`src/rtl/uart_rx_pkg.sv`:
```
// ---------------------------------------------------------------------------
// uart_rx_pkg
//   Shared definitions for the Hamming-coded UART receiver:
//     - rx_state_e           : receiver FSM states
//     - OVERSAMPLE_DEFAULT   : system clocks per serial bit
//     - P0..D3               : bit positions of each field inside the codeword
//     - calc_syndrome()      : {s4,s2,s1} of an 8-bit codeword
// ---------------------------------------------------------------------------
package uart_rx_pkg;

    localparam int OVERSAMPLE_DEFAULT = 16;

    typedef enum logic [2:0] {
        IDLE,
        START,
        DATA,
        STOP,
        WAIT_HIGH
    } rx_state_e;

    // Codeword layout: byte bit i carries c_i.
    localparam int P0 = 0;
    localparam int P1 = 1;
    localparam int P2 = 2;
    localparam int D0 = 3;
    localparam int P4 = 4;
    localparam int D1 = 5;
    localparam int D2 = 6;
    localparam int D3 = 7;

    // Returns {s4, s2, s1}; a nonzero value names the position of a single error.
    function automatic logic [2:0] calc_syndrome(input logic [7:0] c);
        logic s1;
        logic s2;
        logic s4;
        s1 = c[P1] ^ c[D0] ^ c[D1] ^ c[D3];
        s2 = c[P2] ^ c[D0] ^ c[D2] ^ c[D3];
        s4 = c[P4] ^ c[D1] ^ c[D2] ^ c[D3];
        return {s4, s2, s1};
    endfunction

endpackage

```
`src/rtl/hamming_secded_decoder.sv`:
```
// ---------------------------------------------------------------------------
// hamming_secded_decoder
//   Decodes one 8-bit extended Hamming codeword per load strobe and registers
//   the result. Outputs hold until the next load.
//
//   Build option: define HAMMING_DED_EN for SEC-DED (overall parity c0 used);
//   without it the block is plain Hamming(7,4) and err_double is always 0.
//
//   Ports
//     clk, rstn      : clock, asynchronous active-low reset
//     load           : capture and decode code_in this cycle
//     code_in[7:0]   : received codeword
//     data_out[3:0]  : decoded nibble {d3,d2,d1,d0}
//     code_out[7:0]  : raw codeword as received
//     syndrome[2:0]  : {s4,s2,s1}
//     data_valid     : one-cycle pulse, the cycle after load
//     err_corrected  : a single error was corrected
//     err_double     : uncorrectable double error detected
// ---------------------------------------------------------------------------
module hamming_secded_decoder
    import uart_rx_pkg::*;
(
    input  logic       clk,
    input  logic       rstn,
    input  logic       load,
    input  logic [7:0] code_in,
    output logic [3:0] data_out,
    output logic [7:0] code_out,
    output logic [2:0] syndrome,
    output logic       data_valid,
    output logic       err_corrected,
    output logic       err_double
);

    logic [2:0] syn;
    logic [7:0] fixed;
    logic       corr;
    logic       dbl;

    logic [3:0] data_q;
    logic [7:0] code_q;
    logic [2:0] syn_q;
    logic       valid_q;
    logic       corr_q;
    logic       dbl_q;

    always_comb begin
        syn   = calc_syndrome(code_in);
        fixed = code_in;
        corr  = 1'b0;
        dbl   = 1'b0;
`ifdef HAMMING_DED_EN
        // Odd overall parity means exactly one flip; syndrome 0 points at c0.
        if (^code_in) begin
            fixed[syn] = ~fixed[syn];
            corr       = 1'b1;
        end else if (syn != 3'd0) begin
            dbl = 1'b1;
        end
`else
        if (syn != 3'd0) begin
            fixed[syn] = ~fixed[syn];
            corr       = 1'b1;
        end
`endif
    end

    always_ff @(posedge clk or negedge rstn) begin
        if (!rstn) begin
            data_q  <= '0;
            code_q  <= '0;
            syn_q   <= '0;
            valid_q <= 1'b0;
            corr_q  <= 1'b0;
            dbl_q   <= 1'b0;
        end else begin
            valid_q <= load;
            if (load) begin
                data_q <= {fixed[D3], fixed[D2], fixed[D1], fixed[D0]};
                code_q <= code_in;
                syn_q  <= syn;
                corr_q <= corr;
                dbl_q  <= dbl;
            end
        end
    end

    assign data_out      = data_q;
    assign code_out      = code_q;
    assign syndrome      = syn_q;
    assign data_valid    = valid_q;
    assign err_corrected = corr_q;
    assign err_double    = dbl_q;

endmodule

```
`src/rtl/hamming_uart_receiver.sv`:
```
// ---------------------------------------------------------------------------
// hamming_uart_receiver
//   Oversampling UART receiver (1 start, 8 data LSB first, 1 stop, no parity)
//   feeding an extended Hamming(8,4) decoder.
//
//   Build option: HAMMING_DED_EN selects SEC-DED decoding (see decoder).
//
//   Ports
//     clk, rstn      : system clock, asynchronous active-low reset
//     serial_in      : UART line, idle high, asynchronous to clk
//     data_out[3:0]  : decoded nibble
//     code_out[7:0]  : raw received codeword
//     syndrome[2:0]  : {s4,s2,s1}
//     data_valid     : one-cycle pulse when the outputs above update
//     err_corrected  : single error corrected (qualified by data_valid)
//     err_double     : double error detected (qualified by data_valid)
//     frame_err      : one-cycle pulse when the stop bit is sampled low
// ---------------------------------------------------------------------------
module hamming_uart_receiver
    import uart_rx_pkg::*;
#(
    parameter int OVERSAMPLE = OVERSAMPLE_DEFAULT
) (
    input  logic       clk,
    input  logic       rstn,
    input  logic       serial_in,
    output logic [3:0] data_out,
    output logic [7:0] code_out,
    output logic [2:0] syndrome,
    output logic       data_valid,
    output logic       err_corrected,
    output logic       err_double,
    output logic       frame_err
);

    localparam int CW = $clog2(OVERSAMPLE);
    localparam logic [CW-1:0] HALF_LAST = CW'(OVERSAMPLE / 2 - 1);
    localparam logic [CW-1:0] FULL_LAST = CW'(OVERSAMPLE - 1);

    logic            sync1_q;
    logic            sync2_q;
    logic            rx_s;
    logic [1:0]      fill_q;
    logic            rx_prev_q;

    rx_state_e       state_q, state_d;
    logic [CW-1:0]   cnt_q, cnt_d;
    logic [2:0]      idx_q, idx_d;
    logic [7:0]      shift_q, shift_d;
    logic            ferr_q, ferr_d;
    logic            load;

    // Two-flop synchronizer, idle-high reset values.
    always_ff @(posedge clk or negedge rstn) begin
        if (!rstn) begin
            sync1_q <= 1'b1;
            sync2_q <= 1'b1;
        end else begin
            sync1_q <= serial_in;
            sync2_q <= sync1_q;
        end
    end
    assign rx_s = sync2_q;

    // rx_s only reflects the real line once the synchronizer has filled.
    // Masking the history until then keeps a line that is low out of reset
    // from looking like a 1->0 start edge.
    always_ff @(posedge clk or negedge rstn) begin
        if (!rstn) begin
            fill_q    <= 2'b00;
            rx_prev_q <= 1'b0;
        end else begin
            fill_q    <= {fill_q[0], 1'b1};
            rx_prev_q <= rx_s & fill_q[1];
        end
    end

    always_ff @(posedge clk or negedge rstn) begin
        if (!rstn) begin
            state_q <= IDLE;
            cnt_q   <= '0;
            idx_q   <= '0;
            shift_q <= '0;
            ferr_q  <= 1'b0;
        end else begin
            state_q <= state_d;
            cnt_q   <= cnt_d;
            idx_q   <= idx_d;
            shift_q <= shift_d;
            ferr_q  <= ferr_d;
        end
    end

    always_comb begin
        state_d = state_q;
        cnt_d   = cnt_q + CW'(1);
        idx_d   = idx_q;
        shift_d = shift_q;
        ferr_d  = 1'b0;
        load    = 1'b0;
        unique case (state_q)
            IDLE: begin
                cnt_d = '0;
                if (rx_prev_q && !rx_s) begin
                    state_d = START;
                end
            end
            START: begin
                // Mid-point of the start bit; a high line here is a glitch.
                if (cnt_q == HALF_LAST) begin
                    cnt_d = '0;
                    if (rx_s) begin
                        state_d = IDLE;
                    end else begin
                        state_d = DATA;
                        idx_d   = 3'd0;
                    end
                end
            end
            DATA: begin
                if (cnt_q == FULL_LAST) begin
                    cnt_d          = '0;
                    shift_d[idx_q] = rx_s;
                    if (idx_q == 3'd7) begin
                        state_d = STOP;
                    end else begin
                        idx_d = idx_q + 3'd1;
                    end
                end
            end
            STOP: begin
                if (cnt_q == FULL_LAST) begin
                    cnt_d = '0;
                    if (rx_s) begin
                        load    = 1'b1;
                        state_d = IDLE;
                    end else begin
                        ferr_d  = 1'b1;
                        state_d = WAIT_HIGH;
                    end
                end
            end
            WAIT_HIGH: begin
                cnt_d = '0;
                if (rx_s) begin
                    state_d = IDLE;
                end
            end
            default: begin
                state_d = IDLE;
                cnt_d   = '0;
            end
        endcase
    end

    hamming_secded_decoder u_decoder (
        .clk           (clk),
        .rstn          (rstn),
        .load          (load),
        .code_in       (shift_q),
        .data_out      (data_out),
        .code_out      (code_out),
        .syndrome      (syndrome),
        .data_valid    (data_valid),
        .err_corrected (err_corrected),
        .err_double    (err_double)
    );

    assign frame_err = ferr_q;

endmodule

```
`config.mk`:
```
export PLATFORM = sky130hd
export DESIGN_NAME = hamming_uart_receiver
export DESIGN_NICKNAME = d
export VERILOG_FILES = /design/src/rtl/uart_rx_pkg.sv /design/src/rtl/hamming_secded_decoder.sv /design/src/rtl/hamming_uart_receiver.sv
export SDC_FILE = /design/constraint.sdc
export NUM_CORES = 1
export LEC_CHECK = 0
export BUFFER_PORTS_ARGS = -buffer_cell sky130_fd_sc_hd__buf_2
export CAP_MARGIN = 5
export CORE_MARGIN = 5
export CORE_UTILIZATION = 40
export CTS_CLUSTER_SIZE = 30
export DETAILED_ROUTE_END_ITERATION = 12
export GPL_ROUTABILITY_DRIVEN = 0
export GPL_TIMING_DRIVEN = 0
export PLACE_DENSITY = 0.65
export SLEW_MARGIN = 10
export SYNTH_ARGS = -nofsm -noshare
export SYNTH_HDL_FRONTEND = slang
export SYNTH_HIERARCHICAL = 1
export SYNTH_SLANG_ARGS = --single-unit
```
`constraint.sdc`:
```
create_clock -name clk -period 1.85 [get_ports clk]
set_input_delay 0.555 -clock clk [delete_from_list [all_inputs] [get_ports clk]]
set_output_delay 0.555 -clock clk [all_outputs]
set_load 0.01 [all_outputs]
```
==> results of run 1 <==
area by class of cell:
cell class                 instances  area share
clock buffer                       5      0.0250
tap                               72      0.0327
multi-input combinational        136       0.440
sequential                        41       0.375
clock inverter                     3     0.00773
timing repair buffer              31      0.0677
buffer                            11      0.0409
inverter                           8      0.0109
kinds of logic (layout without fill, tap and decap cells):
group | after synthesis | count (layout) | synth area share
buffers and inverters | 21 | 58 | 0.0620
xor gates and xnor gates | 15 | 15 | 0.0795
other | 2 | 2 | 0.00338
DFF | 41 | 41 | 0.463
adders and majority gates | 3 | 3 | 0.0169
and+or+nand+nor | 65 | 65 | 0.184
AOI/OAI and AO/OA | 33 | 33 | 0.100
muxes | 18 | 18 | 0.0902
worst register-to-register path, delay by kind of cell (launching register included):
family / cells / cell delay (ns)
buf+inv: 3 / 0.37
simple gates: 3 / 0.44
mux: 1 / 0.33
flops: 1 / 0.40
fa+ha+maj: 1 / 0.15
power by group:
part | leakage, nW | internal, mW | switching [mW]
clock network | 0.0445 | 0.268 | 0.343
logic | 0.624 | 0.305 | 0.325
registers | 0.544 | 0.990 | 0.128
metrics by stage:
stage                     hold WS (ns)  TNS (ns)  setup slack (ns)  cells  power, mW
after floorplan                  0.259         0            0.0117    198       1.55
after global routing             0.341   -0.0357           -0.0105    307       2.49
final                            0.351         0            0.0617    307       2.36
after CTS                        0.345         0          0.000478    304       2.35
after global placement           0.347    -0.637            -0.152    290       1.69
after detailed placement         0.348    -0.710            -0.164    290       1.70
synthesized netlist by cell type (all sizes together), types with 6 or more instances:
library cell / count
nor3b: 6
xnor2: 11
mux2: 16
and2: 6
a21oi: 6
buf: 8
dfrtp: 39
o21ai: 8
nand3: 6
inv: 8
nor2: 12
path summary, 6_finish.rpt:
| kind | from | endpoint | slack (ns) | cells after the start |
|---|---|---|---|---|
| max in group asynchronous | rstn | shift_q[3]$_DFFE_PN0P_ | 0.84 | 1 |
| min in group asynchronous | rstn | u_decoder/data_out[1]$_DFFE_PN0P_ | 0.38 | 1 |
| hold / removal | serial_in | sync1_q$_DFF_PN1_ | 0.35 | 1 |
| setup reg to reg | cnt_q[0]$_DFF_PN0_ | u_decoder/code_out[5]$_DFFE_PN0P_ | 0.06 | 8 |
| setup / recovery | cnt_q[0]$_DFF_PN0_ | u_decoder/code_out[5]$_DFFE_PN0P_ | 0.06 | 8 |
| hold reg to reg | sync1_q$_DFF_PN1_ | rx_s$_DFF_PN1_ | 0.36 | 0 |
routing by layer:
metal | vias to the layer above | share of wire | track usage
met5 | - | 0 | 0
met4 | 0 | 0.0076 | 0.0259
met3 | 6 | 0.051 | 0.0334
met2 | 39 | 0.50 | 0.221
met1 | 763 | 0.44 | 0.187
li1 | 778 | - | -
layout by cell type (no fill, tap or decap), drive strengths merged, types with 3 or more instances in the layout:
| master | synthesis | layout |
|---|---|---|
| inv | 8 | 9 |
| buf | 8 | 40 |
| ha | 3 | 3 |
| nand4 | 5 | 5 |
| nand2 | 4 | 4 |
| a21oi | 6 | 6 |
| and2 | 6 | 6 |
| dfrtp | 39 | 39 |
| xnor2 | 11 | 11 |
| nor4 | 5 | 5 |
| mux2 | 16 | 16 |
| nor3 | 4 | 4 |
| o22ai | 4 | 4 |
| nor2 | 12 | 12 |
| nand2b | 3 | 3 |
| xor2 | 4 | 4 |
| o21ai | 8 | 8 |
| nor4b | 4 | 4 |
| nand3 | 6 | 6 |
| nor3b | 6 | 6 |
| clkbuf | 5 | 7 |
state kept, by name (all words and copies together) (netlist names):
register and cells:
shift_q 8, rx_prev_q 1, state_q 3, idx_q 3, u_decoder/data_out 4, u_decoder/err_corrected 1
cnt_q 4, rx_s 1, u_decoder/syndrome 3, u_decoder/data_valid 1, sync1_q 1, fill_q 2
frame_err 1, u_decoder/code_out 8
what timing repair did:
item | 4_1_cts | 5_1_grt
buffers inserted | 8 | 3
pin swaps | 2 | 6
hold buffers | 0 | 0
endpoints found under the setup margin | 12 | 13
gates resized for setup | 6 | 21
==> out/summary.txt, run 1 <==
Die Wd -> 84.5 um
final hold viol count -> 0
fin area -> 2750 um^2
most used cell, CP -> buf_8
largest net degree at the start of global routing -> 42
Avg WL per Cell -> 15.4 um
die height -> 84.5 um
Power Dens Cells -> 857 nW/um^2
Synth area leaders -> dfrtp_1 (44%), mux2_2 (8.1%), xnor2_1 (3.9%)
slowest CP cell -> dfrtp_1
initial antenna violation count -> 0
root buffer cell -> clkbuf_8
multi-input logic area -> 1210 um^2
fmax -> 559 MHz
Critical Path Fanout Max -> 10
number of synthesized flops with an enable pin -> 0
post-synthesis average cell area -> 11.2 um^2
Critical Path End Type -> flop
syn nets -> 204
post-DR vias/cell -> 5.17
Mapped Cells -> 198
routed vias -> 1586
proportion of synthesized chip area in sequential cells -> 0.463
core footprint -> 5440 um^2
fill cell count -> 498
synthesized area -> 2220 um^2
Yosys top cell by area -> dfrtp_1
DR pass1 iterations -> 5
Port Buffers -> 20
final setup vio count -> 0
Worst Setup Start Kind -> flop
Initial Util -> 0.408
Max Root-Sink Buffers -> 2
first-pass GRT wire length -> 7890 um
Final min period -> 1.79 ns
Crit Path Class -> reg -> reg
Clock Sinks -> 41
Post-DP HPWL -> 3170 um
initial drt markers -> 65
post-synth top area share -> 0.440
Critical Path AT -> 1.97 ns
CTS tree -> yes
GR Util All Layers -> 0.136
full die area -> 7140 um^2
max-slew violation count -> 0
share of layout cells above drive strength 1 -> 0.409
synth unique cells -> 54
cell family with most CP delay -> simple AND/OR/NAND/NOR gates
Area Growth Syn to Fin -> 24.0%
Hold Path Class -> in -> reg
Synth async-reset ratio -> 1.00
Slew headroom -> 0.392
RSZ-0062 raised after global routing -> yes
Max VDD drop -> 0.602 mV
Top FF cell, synth -> dfrtp_1
ANT cells -> 0
I/O pin count -> 22
status -> completed
worst-margin pin slew -> 0.911 ns
critical path required time -> 2.03 ns
clk slew on worst S/H paths -> 0.09 ns
Post-Route WL -> 4740 um
grt ovf -> 0
cell row count -> 27
yosys warns -> 6
Antenna Nets Post-Route -> 0
CP peak stage delay -> 0.40 ns
Critical Path, Cell by Cell -> ha_4, and4b_1, buf_6, nand3_4, nor2_4, buf_8, buf_8, mux2_2
Clock Latency Late Sink -> 0.29 ns
Layout Nets -> 240
number of DRC violations after detailed routing -> 0
MaxCap Viol Count -> 0
Final Cycle Share -> 0.967
Layout Skew -> 0.00328 ns
Inserted Clock Buffers -> 5
final core occ -> 0.506
sequential cell area -> 1030 um^2
combined buffer and inverter count along the critical path -> 3
vias in the first global route -> 1547
flops & latches, synth -> 41
# H-tree levels -> 2
DP Area -> 2430 um^2
leakage -> 1.21 nW
Power figures use the tool's default switching activity.
==> run 2: changes to the inputs <==
--- a/config.mk
+++ b/config.mk
@@ -7,6 +7,7 @@
 export LEC_CHECK = 0
 export BUFFER_PORTS_ARGS = -buffer_cell sky130_fd_sc_hd__buf_2
 export CAP_MARGIN = 5
+export CORE_ASPECT_RATIO = 1.4
 export CORE_MARGIN = 5
 export CORE_UTILIZATION = 40
 export CTS_CLUSTER_SIZE = 30
==> run 2 against run 1 <==
Net effect: the run now ends with setup timing left; sequential share of layout area shrank 0.24 points; fmax decreased by 3.6%; sequential power barely moved; cell count down 0.65%.
==> out/summary.txt, run 2 (synthesis results as in run 1) <==
Initial Util -> 0.408 (about the same)
I/O pin count -> 22 (unchanged)
grt ovf -> 0 (unchanged)
Max Root-Sink Buffers -> 2 (unchanged)
Layout Nets -> 242 (was 240)
failing checks -> setup timing
die height -> 98.1 um (was 84.5 um)
fin area -> 2770 um^2 (was 2750 um^2)
routed vias -> 1582 (was 1586)
critical path required time -> 2.03 ns (about the same)
Worst path depth -> 7 (was 8)
Area Growth Syn to Fin -> 24.8% (was 24.0%)
grt met2 use -> 0.238 (was 0.221)
CTS tree -> yes (unchanged)
initial drt markers -> 70 (was 65)
RSZ-0062 raised after global routing -> yes (unchanged)
Layout Skew -> 0.00583 ns (was 0.00328 ns)
R2R depth -> 7 (was 8)
Post-Route WL -> 4550 um (was 4740 um)
final setup margin -> -0.00451 ns (was 0.0617 ns)
final setup vio count -> 1 (was 0)
Fin Hold WS -> 0.354 ns (was 0.351 ns)
Post-CTS Hold Fix Bufs -> 0 (unchanged)
vias in the first global route -> 1564 (was 1547)
Worst Setup SP -> shift_q[7]$_DFFE_PN0P_ (was cnt_q[0]$_DFF_PN0_)
GR Util All Layers -> 0.134 (was 0.136)
number of DRC violations after detailed routing -> 0 (unchanged)
grt peak-use layer -> met2 (unchanged)
worst reg2reg path endpoint -> u_decoder/data_out[0]$_DFFE_PN0P_ (was u_decoder/code_out[5]$_DFFE_PN0P_)
Critical Path Fanout Max -> 7 (was 10)
# H-tree levels -> 2 (unchanged)
GR met1 Demand/Resource -> 0.152 (was 0.187)
Power Dens Cells -> 953 nW/um^2 (was 857 nW/um^2)
Max VDD drop -> 0.749 mV (was 0.602 mV)
Post-DP HPWL -> 3100 um (was 3170 um)
ANT cells -> 0 (unchanged)
Die Wd -> 73.0 um (was 84.5 um)
full die area -> 7160 um^2 (was 7140 um^2)
Worst Setup Start Kind -> flop (unchanged)
Critical Path, Cell by Cell -> buf_4, xor2_4, xor2_4, buf_4, nor3_1, nor3b_2, o22ai_1 (was ha_4, and4b_1, buf_6, nand3_4, nor2_4, buf_8, buf_8, mux2_2)
root buffer cell -> clkbuf_8 (unchanged)
clk slew on worst S/H paths -> 0.09 ns (about the same)
share of layout cells above drive strength 1 -> 0.405 (was 0.409)
combined buffer and inverter count along the critical path -> 2 (was 3)
final hold viol count -> 0 (unchanged)
total power -> 2.64 mW (was 2.36 mW)
Inserted Clock Buffers -> 5 (unchanged)
Clock Latency Late Sink -> 0.29 ns (about the same)
MaxCap Viol Count -> 0 (unchanged)
Critical Path AT -> 2.03 ns (was 1.97 ns)
met3 usage -> 0.0288 (was 0.0334)
Port Buffers -> 20 (unchanged)
commonest non-fill, non-tap cell in the layout -> dfrtp_1 (unchanged)
fmax -> 539 MHz (was 559 MHz)
post-DR vias/cell -> 5.19 (was 5.17)
core footprint -> 5450 um^2 (was 5440 um^2)
launching point of the worst reg2reg path -> shift_q[7]$_DFFE_PN0P_ (was cnt_q[0]$_DFF_PN0_)
most frequent cells in the layout -> dfrtp_1 (37), buf_2 (22), buf_4 (16), mux2_2 (12), nor2_1 (11) (was dfrtp_1 (37), buf_2 (21), mux2_2 (16), buf_4 (13), nor2_1 (11))
total negative slack -> -0.00451 ns (was 0 ns)
Hold Path Class -> reg -> reg (was in -> reg)
Clock Sinks -> 41 (unchanged)
Final Cycle Share -> 1.00 (was 0.967)
first-pass GRT wire length -> 7440 um (was 7890 um)
Antenna Nets Post-Route -> 0 (unchanged)
Critical Path Sink -> u_decoder/data_out[0]$_DFFE_PN0P_ (was u_decoder/code_out[5]$_DFFE_PN0P_)
Final min period -> 1.85 ns (was 1.79 ns)
status -> finished with violations (was completed)
slowest CP cell -> dfrtp_1 (unchanged)
largest net degree at the start of global routing -> 42 (unchanged)
worst-margin pin slew -> 0.912 ns (was 0.911 ns)
Crit Path Class -> reg -> reg (unchanged)
leakage -> 1.24 nW (was 1.21 nW)
DP Area -> 2420 um^2 (was 2430 um^2)
max-slew violation count -> 0 (unchanged)
Critical Path End Type -> flop (unchanged)
r2r setup slk -> -0.005 ns (was 0.06 ns)
Slew headroom -> 0.392 (about the same)
Avg WL per Cell -> 14.9 um (was 15.4 um)
CP peak stage delay -> 0.39 ns (was 0.40 ns)
cell family with most CP delay -> simple AND/OR/NAND/NOR gates (unchanged)
cell row count -> 32 (was 27)
DR pass1 iterations -> 4 (was 5)
initial antenna violation count -> 0 (unchanged)
dpl ws -> -0.163 ns (was -0.164 ns)
[run 2: changes by cell type in the layout (fill, tap and decap cells not counted), sizes merged]
cell / delta
buf: +2
clkinvlp: -1
clkinv: -1
bufinv: +2
[run 2: routing by layer]
metal / part of all wire / routed length, um
met1: 0.39 / 1790
met2: 0.56 / 2530
met3: 0.032 / 146
met4: 0.018 / 83
met5: 0 / 0
[run 2: timing repair]
action | in CTS | in global routing
resized for setup | 5 | 17
endpoints found under the setup margin | 10 | 13
pin swaps | 2 | 5
buffers inserted | 6 | 7
gates cloned | 0 | 1
[run 2: report_power, final]
group          switching, mW  internal (mW)
sequential             0.128          0.990
combinational          0.319          0.323
clock                  0.336          0.543
[run 2: final cells by class]
type	count	area, um^2
buffer	10	101
timing repair buffer	34	213
tap	68	85.1
inverter	8	30.0
multi-input combinational	136	1170
fill	496	2680
clock inverter	3	68.8
sequential	41	1030
clock buffer	5	68.8
[run 2: worst min-delay path by stage]
stage               depth (start not counted)  slack, ns                   to                start
finish                                      0       0.35  fill_q[1]$_DFF_PN0_  fill_q[0]$_DFF_PN0_
global route                                1       0.34    sync1_q$_DFF_PN1_            serial_in
CTS                                         1       0.34    sync1_q$_DFF_PN1_            serial_in
detailed placement                          0       0.34  fill_q[1]$_DFF_PN0_  fill_q[0]$_DFF_PN0_
global placement                            0       0.34  fill_q[1]$_DFF_PN0_  fill_q[0]$_DFF_PN0_
floorplan                                   0       0.26   cnt_q[0]$_DFF_PN0_                 rstn
[run 2: metrics by stage]
stage | std cells | util
CTS | 299 | 0.485
global route | 305 | 0.509
floorplan | 198 | -
detailed placement | 286 | 0.445
global placement | 286 | 0.445
finish | 305 | 0.509
